===== src/rtl/ad9945_serial_rx.sv =====
// Responder side of the AD9945 3-wire serial port: oversamples SL/SCK/SDATA on sys_clk and
// decodes 15-bit LSB-first write frames into shadow copies of the four AFE registers.
module ad9945_serial_rx #(
  parameter int unsigned ADDR_BITS = 3,
  parameter int unsigned DATA_BITS = 12,
  parameter logic [6:0]  OPER_RST  = 7'h00,
  parameter logic [6:0]  CTRL_RST  = 7'h00,
  parameter logic [7:0]  CLAMP_RST = 8'h00,
  parameter logic [9:0]  VGA_RST   = 10'h000
) (
  input  logic                 sys_clk,
  input  logic                 sys_rst_n,
  input  logic                 SL,
  input  logic                 SCK,
  input  logic                 SDATA,
  output logic [6:0]           oper,
  output logic [6:0]           ctrl,
  output logic [7:0]           clamp,
  output logic [9:0]           vga_gain,
  output logic                 wr_stb,
  output logic [ADDR_BITS-1:0] wr_addr,
  output logic [DATA_BITS-1:0] wr_data,
  output logic                 frame_err
);

  localparam int unsigned FrameLen = ADDR_BITS + DATA_BITS;
  localparam int unsigned CntW     = $clog2(FrameLen + 1);

  typedef enum logic [1:0] {StIdle, StShift, StOvf} state_e;

  // [0]=s1, [1]=s2, [2]=s3
  logic [2:0] sl_q, sck_q;
  logic [1:0] sdata_q;
  logic [1:0] vld_q;
  logic       armed_q;

  state_e                state_q, state_d;
  logic [CntW-1:0]       cnt_q, cnt_d;
  logic [FrameLen-1:0]   shreg_q, shreg_d;
  logic                  commit, err;

  logic [6:0]            oper_q, ctrl_q;
  logic [7:0]            clamp_q;
  logic [9:0]            vga_q;
  logic                  wr_stb_q, frame_err_q;
  logic [ADDR_BITS-1:0]  wr_addr_q;
  logic [DATA_BITS-1:0]  wr_data_q;

  logic                  sck_rise, sl_rise, sl_fall, sdata_bit, addr_ok;
  logic [ADDR_BITS-1:0]  frame_addr;
  logic [DATA_BITS-1:0]  frame_data;

  // SL chain resets high, so an SL still low at release would look like a fall; armed_q
  // waits until a genuine high level has reached s2 before any fall is accepted.
  always_ff @(posedge sys_clk) begin
    if (!sys_rst_n) begin
      sl_q    <= 3'b111;
      sck_q   <= 3'b000;
      sdata_q <= 2'b00;
      vld_q   <= 2'b00;
      armed_q <= 1'b0;
    end else begin
      sl_q    <= {sl_q[1:0], SL};
      sck_q   <= {sck_q[1:0], SCK};
      sdata_q <= {sdata_q[0], SDATA};
      vld_q   <= {vld_q[0], 1'b1};
      if (vld_q[1] && sl_q[1]) armed_q <= 1'b1;
    end
  end

  assign sck_rise  = sck_q[1] & ~sck_q[2];
  assign sl_rise   = sl_q[1] & ~sl_q[2];
  assign sl_fall   = armed_q & ~sl_q[1] & sl_q[2];
  assign sdata_bit = sdata_q[1];

  assign frame_addr = shreg_q[ADDR_BITS-1:0];
  assign frame_data = shreg_q[FrameLen-1:ADDR_BITS];
  assign addr_ok    = (32'(frame_addr) <= 32'd3);

  always_comb begin
    state_d = state_q;
    cnt_d   = cnt_q;
    shreg_d = shreg_q;
    commit  = 1'b0;
    err     = 1'b0;
    unique case (state_q)
      StIdle: begin
        if (sl_fall) begin
          state_d = StShift;
          cnt_d   = '0;
          shreg_d = '0;
        end
      end
      StShift: begin
        // sl_rise wins over a coincident sck_rise
        if (sl_rise) begin
          state_d = StIdle;
          if (cnt_q == CntW'(FrameLen) && addr_ok) commit = 1'b1;
          else                                     err    = 1'b1;
        end else if (sck_rise) begin
          if (cnt_q == CntW'(FrameLen)) begin
            state_d = StOvf;
          end else begin
            shreg_d = {sdata_bit, shreg_q[FrameLen-1:1]};
            cnt_d   = cnt_q + 1'b1;
          end
        end
      end
      StOvf: begin
        if (sl_rise) begin
          state_d = StIdle;
          err     = 1'b1;
        end
      end
      default: state_d = StIdle;
    endcase
  end

  always_ff @(posedge sys_clk) begin
    if (!sys_rst_n) begin
      state_q     <= StIdle;
      cnt_q       <= '0;
      shreg_q     <= '0;
      oper_q      <= OPER_RST;
      ctrl_q      <= CTRL_RST;
      clamp_q     <= CLAMP_RST;
      vga_q       <= VGA_RST;
      wr_stb_q    <= 1'b0;
      frame_err_q <= 1'b0;
      wr_addr_q   <= '0;
      wr_data_q   <= '0;
    end else begin
      state_q     <= state_d;
      cnt_q       <= cnt_d;
      shreg_q     <= shreg_d;
      wr_stb_q    <= commit;
      frame_err_q <= err;
      if (commit) begin
        wr_addr_q <= frame_addr;
        wr_data_q <= frame_data;
        case (32'(frame_addr))
          0:       oper_q  <= frame_data[6:0];
          1:       ctrl_q  <= frame_data[6:0];
          2:       clamp_q <= frame_data[7:0];
          3:       vga_q   <= frame_data[9:0];
          default: ;
        endcase
      end
    end
  end

  assign oper      = oper_q;
  assign ctrl      = ctrl_q;
  assign clamp     = clamp_q;
  assign vga_gain  = vga_q;
  assign wr_stb    = wr_stb_q;
  assign wr_addr   = wr_addr_q;
  assign wr_data   = wr_data_q;
  assign frame_err = frame_err_q;

endmodule


===== config.mk =====
export PLATFORM = sky130hd
export DESIGN_NAME = ad9945_serial_rx
export DESIGN_NICKNAME = d
export VERILOG_FILES = /design/src/rtl/ad9945_serial_rx.sv
export SDC_FILE = /design/constraint.sdc
export NUM_CORES = 1
export LEC_CHECK = 0
export ABC_AREA = 1
export ABC_CLOCK_PERIOD_IN_PS = 4050
export CAP_MARGIN = 20
export CORE_ASPECT_RATIO = 0.75
export CORE_MARGIN = 4
export CORE_UTILIZATION = 56
export CTS_CLUSTER_DIAMETER = 50
export DETAILED_ROUTE_END_ITERATION = 12
export GPL_TIMING_DRIVEN = 0
export PLACE_DENSITY = 0.84
export SYNTH_ARGS = -nofsm -noshare
export SYNTH_HDL_FRONTEND = slang
export SYNTH_SLANG_ARGS = --single-unit

===== constraint.sdc =====
create_clock -name sys_clk -period 4.05 [get_ports sys_clk]
set_clock_uncertainty 0.15 [all_clocks]
set_input_delay 1.215 -clock sys_clk [delete_from_list [all_inputs] [get_ports sys_clk]]
set_output_delay 1.215 -clock sys_clk [all_outputs]
set_load 0.01 [all_outputs]

* Word-level counts from Yosys, hierarchy flattened
Cells that the tools add are included.
** Operators by class
- Reduce and logical (&&, ||, !) cells :: 11
- Bitwise gates (word level) :: 7
- Equal/unequal tests :: 13
- Mux-type cells :: 24
- Add/sub/neg operators :: 1
- Order comparisons :: 1
** Operator list (count)
- 2-to-1 mux 15 bit :: 4
- one-hot mux 15 bit (2 select lines) :: 1
- 2-to-1 mux 4 bit :: 4
- 2-to-1 mux 2 bit :: 5
- inequality test 2 bit, second input constant :: 5
- one-hot mux 4 bit (2 select lines) :: 1
- AND reduction 2 bit :: 4
- 2-to-1 mux 1 bit :: 7
- == test 3 x 2 -> 1 bit, second input constant :: 2
- inequality test 3 bit, second input constant :: 2
- one-hot mux 2 bit (3 select lines) :: 1
- AND reduction 5 bit :: 1
- adder 4 x 1 -> 4 bit, second input constant :: 1
- bitwise AND 1 bit :: 4
- == test 4 bit, second input constant :: 1
- AND reduction 4 bit :: 1
- == test 3 x 1 -> 1 bit, second input constant :: 1
- less-or-equal comparator 3 x 2 -> 1 bit, second input constant :: 1
- logical NOT 3 bit :: 1
- NOT 1 bit :: 3
- == test 2 x 1 -> 1 bit, second input constant :: 1
- == test 2 bit, second input constant :: 1
- logical AND 1 bit :: 2
- logical NOT 2 bit :: 1
- other kinds (2) :: 2
** Storage, ports and cells
- Output and inout port bits :: 49
- Logic and storage cells :: 74
- Input port bits :: 5
- Bits in registers :: 81

* Logic depth before layout (Yosys ltp)
Gate-level depths: netlist (run 1).
- Depth in word-level cells :: 6
- Depth in mapped cells :: 11
- Depth with buffers taken out :: 10

* Worst setup path after synthesis (run 1)
Ideal clock, no wire load.
- Kind :: input-to-reg
- Start :: in sys_rst_n
- End :: reg armed_q
- Data required time :: 3.772 ns
- Data arrival time :: 1.883 ns
- Library setup time :: 0.128 ns
- Path buffers :: 2
- Path slack :: 1.890 ns
- Stages on the path :: 4
- Path through :: inv_2 -> clkbuf_1 -> buf_1 -> nor2_1
** RTL lines
- start: declaration :: RTL line 12 : input logic sys_rst_n,
- end signal: assignment :: RTL line 61 : armed_q <= 1'b0;
- end signal: assignment :: RTL line 67 : if (vld_q[1] && sl_q[1]) armed_q <= 1'b1;
- end: declaration :: RTL line 35 : logic armed_q;
No word-level cell between the ends.

* Final worst setup path (run 1)
- Start :: in sys_rst_n
- End :: reg shreg_q[11]
** RTL lines
- end signal: assignment :: RTL line 135 : shreg_q <= shreg_d;
- end: declaration :: RTL line 39 : logic [FrameLen-1:0] shreg_q, shreg_d;
No word-level cell between the ends.

==> impl_metrics.yaml, run 1 <==
run_status:
  status: "completed"
yosys:
  synth_cell_types: 24
  ys_ff_latch: 81
  yosysTopAreaCell: "dfxtp_1"
  ys_warn_count: 0
  synth_flop_cell: "dfxtp_1"
  netlist_instances: 432
  seq_area_frac_synth_pct: 50.5
  synth_top_area_share_pct: 50.5
  syn_nets: 441
  synth_edf_count: 0
  async_flop_share_pct: 0
  avgSynthCellArea_um2: 7.43
  yosys-top-cells-area: "dfxtp_1 (50%), nand2_1 (14%), nand3_1 (7.2%), nor2_1 (6.4%), a21oi_1 (5.1%)"
  netlist_area_um2: 3210
critical_path:
  crit_buf_inv: 4
  cp_cell_sequence: "clkdlybuf4s50_1 -> inv_2 -> clkbuf_1 -> buf_1 -> nor2_1"
  critical_path.max_stage_delay_ns: 0.51
  cp.depth: 5
  arrival_ns: 2.91
  critPathMaxFanout: 10
  worst_path_max_delay_cell: "buf_1"
  cp-end-kind: "flip-flop"
  worstPathRequired_ns: 4.12
  path_class: "in -> reg"
  critPathTopFamily: "buffers and inverters"
  startpoint_type: "primary input"
  r2r_cells: 7
sta:
  fin_crit_ns: 2.83
  setup_viol: 0
  max_clock_freq_mhz: 353
  fin_tns_setup_ns: 0
  rsz0062_at_grt: "false"
  worst_hold_slack_ns: 0.264
  layout_worst_path_cycle_share_pct: 69.9
  fin_ws_ns: 1.22
  hold_viol: 0
  tightest_slew_ns: 0.576
  relSlewSlack_pct: 61.6
  drv_slew: 0
floorplanning:
  die_h_um: 73.6
  die_w_um: 95.5
  rows: 23
  core_area_um2: 5440
  dieArea_um2: 7020
  initial_utilization_pct: 59.1
  io_pins: 54
clocking:
  clkTransAtPathRegs_ns: 0.08
  cts_tree: "built"
  cts_hold_buffers: 0
  numCtsBuffers: 9
  clkLatencyLatePin_ns: 0.35
  cts_resized: 0
  post-cts-setup-buffers: 0
  root_buffer: "clkbuf_8"
  clock_sinks: 81
  htree_levels: 3
  clk_path_buf_depth: 2
cells_and_area:
  mostFrequentLayoutCells: "nand2_1 (119), dfxtp_1 (81), nor2_1 (55), clkdlybuf4s50_1 (53), nand3_1 (46)"
  antenna_cells: 0
  fin_area_um2: 4010
  syn2layout_area_growth_pct: 24.7
  fin_nets: 505
  drive_above_1_share_pct: 8.00
  layout_commonest_cell: "nand2_1"
placed_design:
  hpwl_um: 5600
  dpl-instance-area_um2: 3840
  dp_slack_ns: 0.902
  numPortBuffers: 53
  routabilityCongestion: 0.865
detailed_routing:
  vias_per_cell: 5.24
  drt-initial-drc-count: 283
  drt-wirelength-per-cell_um: 13.9
  routed_wl_um: 8010
  post-route-drc-count: 0
  firstDrtPassIters: 7
  num_vias: 3015
  ant_nets: 0
power_and_ir_drop:
  leakage_nw: 1.65
  worst_ir_drop_vdd_mv: 0.297
  power.density_nw_per_um2: 444
run:
  drv_cap: 0
global_routing:
  met1_usage_pct: 33.1
  grt_max_degree: 14
  grt_pass1_vias: 2792
  track_usage_pct: 24.8
  antenna_found_initial: 0
  grtUsageMet3_pct: 6.96
  gr-usage-met2_pct: 38.9
  grt_overflow: 0
  busiest_layer: "met2"
  grt_pass1_wl_um: 13400
hold_path:
  hp-class: "reg -> reg"
  min_path_cells: 2
==> cells by family (layout without fill, tap and decap cells) <==
| group | after synthesis | after routing | share of synthesized area [%] |
|---|---|---|---|
| AOI/OAI and AO/OA | 48 | 48 | 8.34 |
| xor gates and xnor gates | 1 | 1 | 0.273 |
| adders and majority gates | 4 | 4 | 1.56 |
| buffers and inverters | 66 | 134 | 8.73 |
| DFF | 81 | 81 | 50.5 |
| and+or+nand+nor | 232 | 232 | 30.6 |
==> layout make-up <==
cell class / count / area [um2]
Sequential cell: 81 / 1620
Fill cell: 425 / 1430
Multi-Input combinational cell: 285 / 1310
Timing Repair Buffer: 53 / 531
Inverter: 44 / 165
Clock buffer: 10 / 138
Buffer: 22 / 115
Tap cell: 75 / 93.8
Clock inverter: 5 / 32.5
==> registers in the layout (all words and copies together) (netlist names), 3 cells and up <==
signal    cells
cnt_q         4
wr_addr       3
wr_data      12
oper          7
sck_q         3
clamp         8
shreg_q      15
ctrl          7
vga_gain     10
sl_q          3
==> synthesized netlist by cell type (all sizes together) (2+ instances only) <==
cell type,number
nand2,119
dfxtp,81
nor2,57
nand3,48
inv,44
a21oi,33
buf,14
a211oi,11
clkbuf,8
ha,4
o21ai,4
nand4,3
nor3,3
or2,2
==> worst min-delay path: cells and delay by family, from the launching register on <==
family / cells / cell delay, ns
buffers and inverters: 1 / 0.04
and+or+nand+nor: 1 / 0.04
DFF: 1 / 0.31
==> layer usage <==
metal	vias to the layer above	share of wire, %
met5	-	0
met4	0	1.8
met3	18	8.7
met2	130	43
met1	1381	46
li1	1486	-
==> power by group <==
group | internal, mW | total (mW) | switching (mW)
registers | 0.842 | 0.906 | 0.0641
clock network | 0.233 | 0.520 | 0.287
logic | 0.115 | 0.353 | 0.238
==> stage by stage <==
step | util [%] | std cells | total power [mW]
floorplan | - | 432 | 1.17
global placement | 70.5 | 560 | 1.25
detailed placement | 70.5 | 560 | 1.27
CTS | 73.7 | 575 | 1.78
global route | 73.7 | 575 | 1.87
finish | 73.7 | 575 | 1.78
==> path summary, 6_finish.rpt <==
kind	endpoint	from	slack [ns]
worst max-delay path	shreg_q[11]$_SDFFE_PN0P_	sys_rst_n	1.22
worst min-delay path	vld_q[1]$_SDFF_PN0_	vld_q[0]$_DFF_P_	0.26
worst max register to register	oper[2]$_SDFFE_PN0P_	cnt_q[0]$_SDFFE_PN0P_	2.05
worst min register to register	vld_q[1]$_SDFF_PN0_	vld_q[0]$_DFF_P_	0.26
No activity file was read; power rests on OpenSTA's default activity.
==> run 2: changes to the inputs <==
ABC_CLOCK_PERIOD_IN_PS = 2850   (was 4050)
CORE_UTILIZATION = 52   (was 56)
PLACE_DENSITY = 0.78   (was 0.84)
clock period = 2.85 ns   (was 4.05 ns; I/O delays follow)
==> run 2 against run 1 <==
  * Sequential cell count unchanged
  * Global-route usage down 2.5 points
  * Count of clock-buffer cells in the layout decreased by 1
  * Sequential power rose by 42%
  * Critical endpoint unchanged
==> impl_metrics.yaml, run 2 (same netlist as run 1, synthesis figures left out) <==
clocking:
  root_buffer: "clkbuf_8"
  clk_path_buf_depth: 2
  post-cts-setup-buffers: 0
  clock_sinks: 81
  clkTransAtPathRegs_ns: 0.08
  cts_hold_buffers: 0
  htree_levels: 3
  cts_resized: 0
  cts_tree: "built"
  numCtsBuffers: 9
  clkLatencyLatePin_ns: 0.36
critical_path:
  worst_path_max_delay_cell: "clkdlybuf4s50_1"
  critical_path.max_stage_delay_ns: 0.50
  cp-end-kind: "flip-flop"
  r2r_slack_ns: 0.90
  critPathMaxFanout: 10
  path_class: "in -> reg"
  arrival_ns: 2.49
  worstPathRequired_ns: 2.93
  cp_cell_sequence: "clkdlybuf4s50_1 -> inv_2 -> clkbuf_1 -> buf_1 -> nor2_1"
  startpoint_type: "primary input"
  r2r_cells: 7
detailed_routing:
  vias_per_cell: 5.08
  drt-wirelength-per-cell_um: 13.6
  num_vias: 2943
  ant_nets: 0
  post-route-drc-count: 0
  routed_wl_um: 7890
  firstDrtPassIters: 4
  drt-initial-drc-count: 270
floorplanning:
  dieArea_um2: 7510
  core_area_um2: 5890
  die_h_um: 76.1
  die_w_um: 98.8
  io_pins: 54
  initial_utilization_pct: 54.6
  rows: 24
cells_and_area:
  syn2layout_area_growth_pct: 26.6
  mostFrequentLayoutCells: "nand2_1 (119), dfxtp_1 (81), nor2_1 (55), clkdlybuf4s50_1 (53), nand3_1 (46)"
  antenna_cells: 0
  fin_area_um2: 4070
  largest_reg_flops: 15
  layout_commonest_cell: "nand2_1"
  fillerInstances: 512
  drive_above_1_share_pct: 8.18
  fin_nets: 505
  regMostFlops: "shreg_q"
sta:
  fin_crit_ns: 2.42
  setup_viol: 0
  tightest_slew_ns: 0.555
  drv_slew: 0
  hold_viol: 0
  rsz0062_at_grt: "false"
  max_clock_freq_mhz: 414
  worst_hold_slack_ns: 0.267
  relSlewSlack_pct: 63.0
  layout_worst_path_cycle_share_pct: 84.8
  fin_ws_ns: 0.434
  fin_tns_setup_ns: 0
power_and_ir_drop:
  leakage_nw: 1.69
  worst_ir_drop_vdd_mv: 0.573
  seqPwrFrac_pct: 47.3
  power_frac_clock_pct: 34.8
  power.density_nw_per_um2: 673
  switching_share_pct: 31.9
  p_int_mw: 1.86
  comb_power_share_pct: 18.0
  switchingPower_mw: 0.871
global_routing:
  antenna_found_initial: 0
  track_usage_pct: 22.3
  grt_pass1_vias: 2810
  grt_overflow: 0
  grt_pass1_wl_um: 13700
  grt_max_degree: 16
placed_design:
  routabilityCongestion: 0.888
  dpl-instance-area_um2: 3840
  dp_slack_ns: 0.0773
  numPortBuffers: 53
  hpwl_um: 5620
run:
  drv_cap: 0
hold_path:
  min_path_cells: 2
  hp-class: "reg -> reg"
run_status:
  status: "completed"
[run 2: cell count changes in the layout (fill, tap and decap cells not counted)]
cell        change
bufinv_16       +2
clkinvlp_4      -2
inv_6           +2
clkbuf_8        -1
clkinv_2        -1
inv_8           +1
[run 2: per-stage QoR]
stage	utilization, %	cells	power [mW]
global route	69.1	579	2.90
detailed placement	65.2	563	1.80
finish	69.1	579	2.73
floorplan	-	432	1.67
global placement	65.2	563	1.79
CTS	69.1	579	2.74
[run 2: worst paths after layout]
path,start,to
max,sys_rst_n,shreg_q[11]$_SDFFE_PN0P_
min reg2reg,sck_q[0]$_SDFF_PN0_,sck_q[1]$_SDFF_PN0_
min,sck_q[0]$_SDFF_PN0_,sck_q[1]$_SDFF_PN0_
max reg2reg,cnt_q[0]$_SDFFE_PN0P_,vga_gain[9]$_SDFFE_PN0P_
[run 2: critical path: cells and delay by family]
family | cells | cell delay [ns]
buf+inv | 4 | 1.53
simple gates | 1 | 0.10
[run 2: power by group through the flow]
stage | clock (mW) | sequential [mW] | combinational (mW)
floorplan | 0 | 1.27 | 0.392
global placement | 0 | 1.31 | 0.475
detailed placement | 0 | 1.32 | 0.486
CTS | 0.958 | 1.29 | 0.489
global route | 1.02 | 1.30 | 0.580
finish | 0.951 | 1.29 | 0.492
[run 2: area by class of cell]
type | instances | area, um2 | share of cell area, %
tap | 78 | 97.6 | 2.40
sequential | 81 | 1620 | 39.9
buffer | 22 | 115 | 2.83
clock inverter | 7 | 101 | 2.49
inverter | 44 | 165 | 4.06
multi-input combinational | 285 | 1310 | 32.2
timing repair buffer | 53 | 531 | 13.1
clock buffer | 9 | 124 | 3.05
[run 2: routing by layer]
metal  vias up  share of wire [%]  GRT usage, %
li1       1503                  -             -
met1      1333                 48          31.7
met2        96                 44          33.2
met3        11                6.7          5.31
met4         0                1.5          7.23
met5         -                  0             0
